<file path="config.mk">
export PLATFORM = sky130hd
export DESIGN_NAME = bcd_countdown_timer
export DESIGN_NICKNAME = d
export VERILOG_FILES = /design/src/rtl/bcd_timer_pkg.sv /design/src/rtl/bcd_cd_prescaler.sv /design/src/rtl/bcd_countdown_timer.sv
export SDC_FILE = /design/constraint.sdc
export NUM_CORES = 1
export LEC_CHECK = 0
export BUFFER_PORTS_ARGS = -buffer_cell sky130_fd_sc_hd__buf_2
export CAP_MARGIN = 20
export CORE_MARGIN = 4
export CORE_UTILIZATION = 49
export DETAILED_ROUTE_END_ITERATION = 8
export PLACE_DENSITY_LB_ADDON = 0.2
export SLEW_MARGIN = 20
export SYNTH_ARGS = -nofsm -noshare
export SYNTH_HDL_FRONTEND = slang
export SYNTH_SLANG_ARGS = --single-unit
</file>
<file path="constraint.sdc">
create_clock -name i_Clk -period 2.7 [get_ports i_Clk]
set_input_delay 0.405 -clock i_Clk [delete_from_list [all_inputs] [get_ports i_Clk]]
set_output_delay 0.405 -clock i_Clk [all_outputs]
set_load 0.05 [all_outputs]
</file>
<file path="src/rtl/bcd_timer_pkg.sv">
// Shared definitions for the BCD countdown timer: state encoding, digit width
// and the digit clamp used when presets are loaded.
package bcd_timer_pkg;

    localparam int BCD_W = 4;
    localparam logic [BCD_W-1:0] BCD_MAX = 4'd9;

    typedef enum logic [1:0] {
        ST_IDLE  = 2'd0,
        ST_RUN   = 2'd1,
        ST_PAUSE = 2'd2,
        ST_DONE  = 2'd3
    } state_t;

    function automatic logic [BCD_W-1:0] clamp_digit(input logic [BCD_W-1:0] digit,
                                                     input logic [BCD_W-1:0] limit);
        return (digit > limit) ? limit : digit;
    endfunction

endpackage

</file>
<file path="src/rtl/bcd_cd_prescaler.sv">
// Decrement-tick prescaler: counts 0..TICK_DIV-1 while enabled and flags the
// terminal count combinationally so the tick lands on the same edge as the wrap.
module bcd_cd_prescaler #(
    parameter logic [3:0] TICK_DIV = 4'd10
) (
    input  logic i_Clk,
    input  logic r_Rst,
    input  logic i_Clear,
    input  logic i_Enable,
    output logic o_Tick
);

    logic [3:0] count;

    assign o_Tick = i_Enable && (count == TICK_DIV - 4'd1);

    // NOTE: state registers use non-blocking assignments so every flop samples pre-edge values.
    always_ff @(posedge i_Clk) begin
        if (r_Rst) begin
            count <= 4'd0;
        end else if (i_Clear) begin
            count <= 4'd0;
        end else if (i_Enable) begin
            count <= o_Tick ? 4'd0 : count + 4'd1;
        end
    end

endmodule

</file>
<file path="src/rtl/bcd_countdown_timer.sv">
// Two-digit BCD countdown timer with load/start/pause control and borrow/done flags.
// Optional feature: define BCD_COUNTDOWN_AUTORELOAD_EN to reload the last preset on reaching 00.
module bcd_countdown_timer
    import bcd_timer_pkg::*;
#(
    parameter logic [3:0] TICK_DIV = 4'd10,
    parameter logic [3:0] MAX_TENS = 4'd5
) (
    input  logic             i_Clk,
    input  logic             r_Rst,
    input  logic             i_Load,
    input  logic [BCD_W-1:0] i_LdTens,
    input  logic [BCD_W-1:0] i_LdUnits,
    input  logic             i_Start,
    input  logic             i_Pause,
    output logic [BCD_W-1:0] o_Tens,
    output logic [BCD_W-1:0] o_Units,
    output logic             o_Borrow,
    output logic             o_Done,
    output logic [1:0]       o_State
);

    localparam logic [BCD_W-1:0] TENS_LIM = (MAX_TENS > BCD_MAX) ? BCD_MAX : MAX_TENS;

    state_t           state, state_nx;
    logic [BCD_W-1:0] tens, units, tens_nx, units_nx;
    logic [BCD_W-1:0] ld_tens, ld_units;
    logic             borrow, borrow_nx, done, done_nx, reload_pulse;
    logic             presc_en, tick;

    assign ld_tens  = clamp_digit(i_LdTens, TENS_LIM);
    assign ld_units = clamp_digit(i_LdUnits, BCD_MAX);

    // Pause outranks the tick, so gating the enable both holds the count and drops the tick.
    assign presc_en = (state == ST_RUN) && !i_Load && !i_Pause;

    bcd_cd_prescaler #(.TICK_DIV(TICK_DIV)) u_prescaler (
        .i_Clk    (i_Clk),
        .r_Rst    (r_Rst),
        .i_Clear  (i_Load),
        .i_Enable (presc_en),
        .o_Tick   (tick)
    );

`ifdef BCD_COUNTDOWN_AUTORELOAD_EN
    logic [BCD_W-1:0] rl_tens, rl_units;

    always_ff @(posedge i_Clk) begin
        if (r_Rst) begin
            rl_tens  <= '0;
            rl_units <= '0;
        end else if (i_Load) begin
            rl_tens  <= ld_tens;
            rl_units <= ld_units;
        end
    end
`endif

    // NOTE: every output of this block gets a default first, so no path can infer a latch.
    always_comb begin
        state_nx     = state;
        tens_nx      = tens;
        units_nx     = units;
        borrow_nx    = 1'b0;
        reload_pulse = 1'b0;
        if (i_Load) begin
            tens_nx  = ld_tens;
            units_nx = ld_units;
            state_nx = ST_IDLE;
        end else begin
            unique case (state)
                ST_IDLE: begin
                    if (i_Start) begin
                        state_nx = (tens != '0 || units != '0) ? ST_RUN : ST_DONE;
                    end
                end
                ST_RUN: begin
                    if (i_Pause) begin
                        state_nx = ST_PAUSE;
                    end else if (tick) begin
                        if (units != '0) begin
                            units_nx = units - 4'd1;
                        end else if (tens != '0) begin
                            units_nx  = BCD_MAX;
                            tens_nx   = tens - 4'd1;
                            borrow_nx = 1'b1;
                        end
                        if (tens == '0 && units == 4'd1) begin
`ifdef BCD_COUNTDOWN_AUTORELOAD_EN
                            tens_nx      = rl_tens;
                            units_nx     = rl_units;
                            reload_pulse = 1'b1;
`else
                            state_nx = ST_DONE;
`endif
                        end
                    end
                end
                ST_PAUSE: begin
                    if (i_Start) begin
                        state_nx = ST_RUN;
                    end
                end
                ST_DONE: begin
                    state_nx = ST_DONE;
                end
            endcase
        end
        done_nx = (state_nx == ST_DONE) || reload_pulse;
    end

    // NOTE: only control/datapath flops live here and all take reset; there is no memory to leave unreset.
    always_ff @(posedge i_Clk) begin
        if (r_Rst) begin
            state  <= ST_IDLE;
            tens   <= '0;
            units  <= '0;
            borrow <= 1'b0;
            done   <= 1'b0;
        end else begin
            state  <= state_nx;
            tens   <= tens_nx;
            units  <= units_nx;
            borrow <= borrow_nx;
            done   <= done_nx;
        end
    end

    assign o_Tens   = tens;
    assign o_Units  = units;
    assign o_Borrow = borrow;
    assign o_Done   = done;
    assign o_State  = state;

endmodule

</file>
### Word-level counts from Yosys, hierarchy flattened

Index checks and enable logic that the tools add are counted.
W data, S select, Z words.

| cells by class | value |
|---|---|
| $lt $le $gt $ge | 2 |
| bitwise logic cells | 2 |
| divide/modulo/power cells | 0 |
| shifts and indexed selects | 0 |
| multipliers | 0 |
| equality and inequality tests | 8 |
| multiplexer cells | 24 |
| $add $sub $neg | 3 |
| reduce and logical (&&, ||, !) cells | 19 |

Operator list:

| kind | number |
|---|---|
| $mux W4 | 15 |
| $mux W2 | 7 |
| $pmux W2 S4 | 1 |
| $reduce_bool A4 Y1 | 2 |
| $sub A4 B1 Y4 const B | 2 |
| $eq A2 B2 Y1 const B | 3 |
| $reduce_bool A2 Y1 | 3 |
| $reduce_or A6 Y1 | 1 |
| $reduce_and A5 Y1 | 1 |
| $add A4 B1 Y4 const B | 1 |
| $eq A4 B1 Y1 const B | 1 |
| $eq A4 B4 Y1 const B | 1 |
| $gt A4 B3 Y1 const B | 1 |
| $gt A4 B4 Y1 const B | 1 |
| $logic_and A1 B1 Y1 | 4 |
| $logic_not A4 Y1 | 1 |
| $ne A2 B2 Y1 const B | 2 |
| $reduce_and A4 Y1 | 1 |
| $reduce_bool A3 Y1 | 1 |
| $eq A2 B1 Y1 const B | 1 |
| $logic_not A1 Y1 | 2 |
| $logic_not A2 Y1 | 1 |
| $not A1 Y1 | 2 |
| $reduce_or A2 Y1 | 1 |
| other kinds (2) | 2 |

| storage, ports and cells | value |
|---|---|
| memories | 0 |
| output and inout port bits | 12 |
| bits in latches | 0 |
| bits in registers | 16 |
| memory bits (read-only) | 0 |
| RAM bits | 0 |

### Longest topological paths before layout

| logic depth | value |
|---|---|
| depth after elaboration | 9 |
| gate-level depth with buffers | 7 |

### Modules after synthesis

A second synthesis with hierarchy kept.

| second synthesis, totals | value |
|---|---|
| cell total of the unflattened synthesis | 105 |
| area total of the unflattened synthesis | 905.9 um2 |

By module, submodules not included:

| module | cells an instance | area each (um2) | sequential area each (um2) | instances |
|---|---|---|---|---|
| bcd_countdown_timer | 82 | 704.4 | 240.2 | 1 |
| bcd_cd_prescaler | 23 | 201.4 | 80.1 | 1 |

### Worst setup path after synthesis

OpenSTA, ideal clock, no wires.

| timing | value |
|---|---|
| path type | reg2reg |
| start point | register state[0], in the netlist o_State[0] |
| end point | register tens[3], in the netlist o_Tens[3] |
| period minus slack after synthesis | 2322 ps |
| setup time | 70 ps |
| arrival | 2252 ps |
| cell stages (with the launch flop) | 6 |
| data required time | 2630 ps |
| setup slack | 378 ps |
| buffers on the path | 1 |
| path through | dfxtp_1 or3b_4 or4b_1 buf_2 or3_1 a21oi_1 |

| on the way | value |
|---|---|
| longest elaborated chain between the ends | 6 |
| elaborated cells between the ends (all ways) | 7 |

Ends and longest elaborated chain:

| element | RTL line | text |
|---|---|---|
| from (decl) | bcd_countdown_timer.sv:25 | `state_t state, state_nx;` |
| from (signal assigned) | bcd_countdown_timer.sv:121 | `state <= state_nx;` |
| $eq A2 B1 Y1 (*) | bcd_countdown_timer.sv:35, bcd_countdown_timer.sv:71 |  |
| $logic_and A1 B1 Y1 (2 in a row) | bcd_countdown_timer.sv:35 | `assign presc_en = (state == ST_RUN) && !i_Load && !i_Pause;` |
| $logic_and A1 B1 Y1 | bcd_cd_prescaler.sv:15 | `assign o_Tick = i_Enable && (count == TICK_DIV - 4'd1);` |
| $reduce_bool A2 Y1 (no line) | -- |  |
| $reduce_and A5 Y1 (no line) (*) | -- |  |
| to (signal assigned) | bcd_countdown_timer.sv:122 | `tens <= tens_nx;` |
| to (decl) | bcd_countdown_timer.sv:26 | `logic [BCD_W-1:0] tens, units, tens_nx, units_nx;` |

Every way passes the cells marked *; elsewhere a longest branch is shown, timed or not.
A chain may end at the register's enable or synchronous reset.

### Final worst setup path

Same ends and word-level chain as after synthesis.

==> flow_metrics.py <==
metrics = {
    "run_status": {
        "outcome": "completed",
    },
    "sta": {
        "fmax_ghz": 0.479,
        "setup_viol": 0,
        "worst_pin_slew_ns": 0.512,
        "post-route-min-period_ns": 2.09,
        "hold_viol_final": 0,
        "rsz0062_at_grt": "false",
        "finalCritPeriodShare": 0.773,
        "fin_setup_tns_ns": 0,
        "report.final.slew_viol_count": 0,
        "finClkSkew_ns": 0.00138,
        "slew_headroom": 0.658,
    },
    "pwr": {
        "p_leak_nw": 0.420,
        "powerDensity_nw_per_um2": 496,
        "ir_drop_uv": 265,
    },
    "critical_path": {
        "worstPathArrival_ns": 2.32,
        "cp.required_ns": 2.93,
        "cp-startpoint": "o_State[0]$_SDFF_PP0_",
        "worstSetupPathType": "flop to flop",
        "path_max_fanout": 7,
        "rrSetupSlack_ns": 0.61,
        "cp-start-kind": "flop",
        "end_kind": "flop",
        "r2r-start": "o_State[0]$_SDFF_PP0_",
    },
    "routing": {
        "dr_total_vias": 809,
        "firstDrtPassIters": 4,
        "drtIter0Drc": 16,
        "wl_per_cell_um": 13.3,
        "drc": 0,
        "ant_nets": 0,
        "drt-total-wl_um": 1860,
        "vias_per_cell": 5.78,
    },
    "synth": {
        "syn_area_um2": 852,
        "syn_inst": 97,
        "yosysSeqAreaShare": 0.376,
        "yosys_warnings": 0,
        "postSynthAreaPerCell_um2": 8.78,
        "yosysUniqueCellTypes": 38,
        "ys_ff_latch": 16,
        "synth_fp_nets": 114,
    },
    "clock_tree": {
        "cts_tree": "yes",
        "cts_resized": 0,
        "clock_path_buffers": 2,
        "cts_sinks": 16,
        "root_buffer": "clkbuf_4",
        "cts_setup_buffers": 0,
        "clk_pin_slew_worst_paths_ns": 0.10,
        "cts_htree_levels": 1,
        "clock_latency_ns": 0.29,
        "cts_buffers": 3,
        "cts_hold_buffers": 0,
    },
    "worst_hold_path": {
        "hp-start": "i_LdUnits[1]",
        "min_path_type": "input port to flop",
    },
    "final_layout": {
        "syn_to_final_growth_pct": 21.0,
        "diodes": 0,
        "final_area_um2": 1030,
        "nNetsFinal": 142,
        "final_layout_size_suffix_gt1_frac": 0.266,
    },
    "die": {
        "rows": 14,
        "die_w_um": 49.7,
        "core_um2": 1580,
        "initial_core_util": 0.540,
        "die_area_um2": 2470,
        "die_h_um": 49.7,
        "pin_count": 25,
    },
    "global_routing": {
        "grtUsageTotal": 0.167,
        "grt_max_degree": 10,
        "grt_pass1_wl_um": 3240,
        "grt-ovfl-total": 0,
        "grt_pass1_vias": 744,
        "antenna_found_initial": 0,
    },
    "job": {
        "cap_violations": 0,
    },
    "placement": {
        "dpl-instance-area_um2": 995,
        "port_buffers": 24,
        "dpl.hpwl_um": 1390,
        "gp_congestion": 0.814,
    },
}
==> flip-flops by register name, summed over array words and instances, names as in the netlist <==
| register | flops |
|---|---|
| o_Tens | 4 |
| o_Units | 4 |
| u_prescaler.count | 4 |
| o_State | 2 |
| o_Borrow | 1 |
| o_Done | 1 |
==> logic make-up (layout without fill, tap and decap cells) <==
kind of cell / after synthesis / count (layout) / synth area share
compound gates: 22 / 22 / 0.173
xor+xnor: 4 / 4 / 0.0411
fa+ha+maj: 4 / 4 / 0.0587
buf+inv: 9 / 36 / 0.0411
flops: 16 / 16 / 0.376
mux: 2 / 2 / 0.0235
simple gates: 40 / 40 / 0.286
==> cell usage after synthesis, drive strengths merged <==
master	instances	area, um2
dfxtp	16	320
nor2	9	33.8
o21ai	6	30.0
inv	5	18.8
nand2	5	18.8
ha	4	50.1
a21oi	3	15.0
a31oi	3	18.8
nand4b	3	26.3
nor3	3	15.0
or3	3	18.8
a211oi	2	15.0
a311oi	2	17.5
and2	2	12.5
clkbuf	2	7.51
mux2i	2	20.0
nand4	2	12.5
nor3b	2	15.0
nor4	2	12.5
nor4b	2	23.8
xnor2	2	17.5
xor2	2	17.5
a2111o	1	11.3
a2111oi	1	8.76
a21o	1	7.51
and3b	1	8.76
buf	1	5.00
clkinv	1	3.75
nand3	1	5.00
nand3b	1	7.51
nor2b	1	6.26
o21a	1	7.51
o21bai	1	7.51
o311ai	1	8.76
or2	1	6.26
or3b	1	11.3
or4b	1	10.0
==> where the power goes <==
part / switching (mW) / total (mW) / leakage, nW / internal (mW)
clock: 0.0833 / 0.165 / 0.0210 / 0.0822
combinational: 0.0599 / 0.0924 / 0.269 / 0.0325
sequential: 0.00959 / 0.254 / 0.131 / 0.244
total: 0.153 / 0.512 / 0.420 / 0.359
==> path summary, 6_finish.rpt <==
check	to	depth (start not counted)
setup / recovery	o_Tens[3]$_SDFFE_PP0P_	4
setup reg to reg	o_Tens[3]$_SDFFE_PP0P_	4
hold reg to reg	o_Tens[3]$_SDFFE_PP0P_	2
hold / removal	o_Units[1]$_SDFFE_PP0P_	3
==> worst max-delay path: stages, from the launching register on <==
cell and delay (ns):
dfxtp_1 0.43, or3b_4 0.44, or4b_1 0.64, or3_1 0.38, a21oi_1 0.13
==> stage by stage <==
stage | utilization | worst slack, ns | hold slack [ns] | total power, mW | instances
floorplan | - | 0.378 | 0.494 | 0.322 | 97
global placement | 0.631 | 0.552 | 0.488 | 0.350 | 136
detailed placement | 0.631 | 0.516 | 0.501 | 0.351 | 136
CTS | 0.654 | 0.605 | 0.325 | 0.510 | 140
global route | 0.654 | 0.503 | 0.337 | 0.531 | 140
finish | 0.654 | 0.613 | 0.326 | 0.512 | 140
==> metal layers <==
| layer | global-route usage | vias up | share of wire |
|---|---|---|---|
| li1 | - | 413 | - |
| met1 | 0.228 | 369 | 0.52 |
| met2 | 0.251 | 25 | 0.41 |
| met3 | 0.0271 | 2 | 0.049 |
| met4 | 0.0829 | 0 | 0.012 |
| met5 | 0 | - | 0 |
==> cells in the final DEF, fill, tap and decap left out, drive strengths merged, types with 3 or more instances in the layout <==
master  count
o21ai       6
ha          4
a31oi       3
nand4b      3
a21oi       3
inv         5
nor2        9
or3         3
nor3        3
clkbuf      4
buf        26
nand2       5
dfxtp      16
==> cell type report <==
type,count,area [um2]
clock buffer,4,36.3
fill,139,546
inverter,6,22.5
multi-input combinational,72,497
sequential,16,320
tap,16,20.0
timing repair buffer,26,135
(Power assumes the default switching activity.)
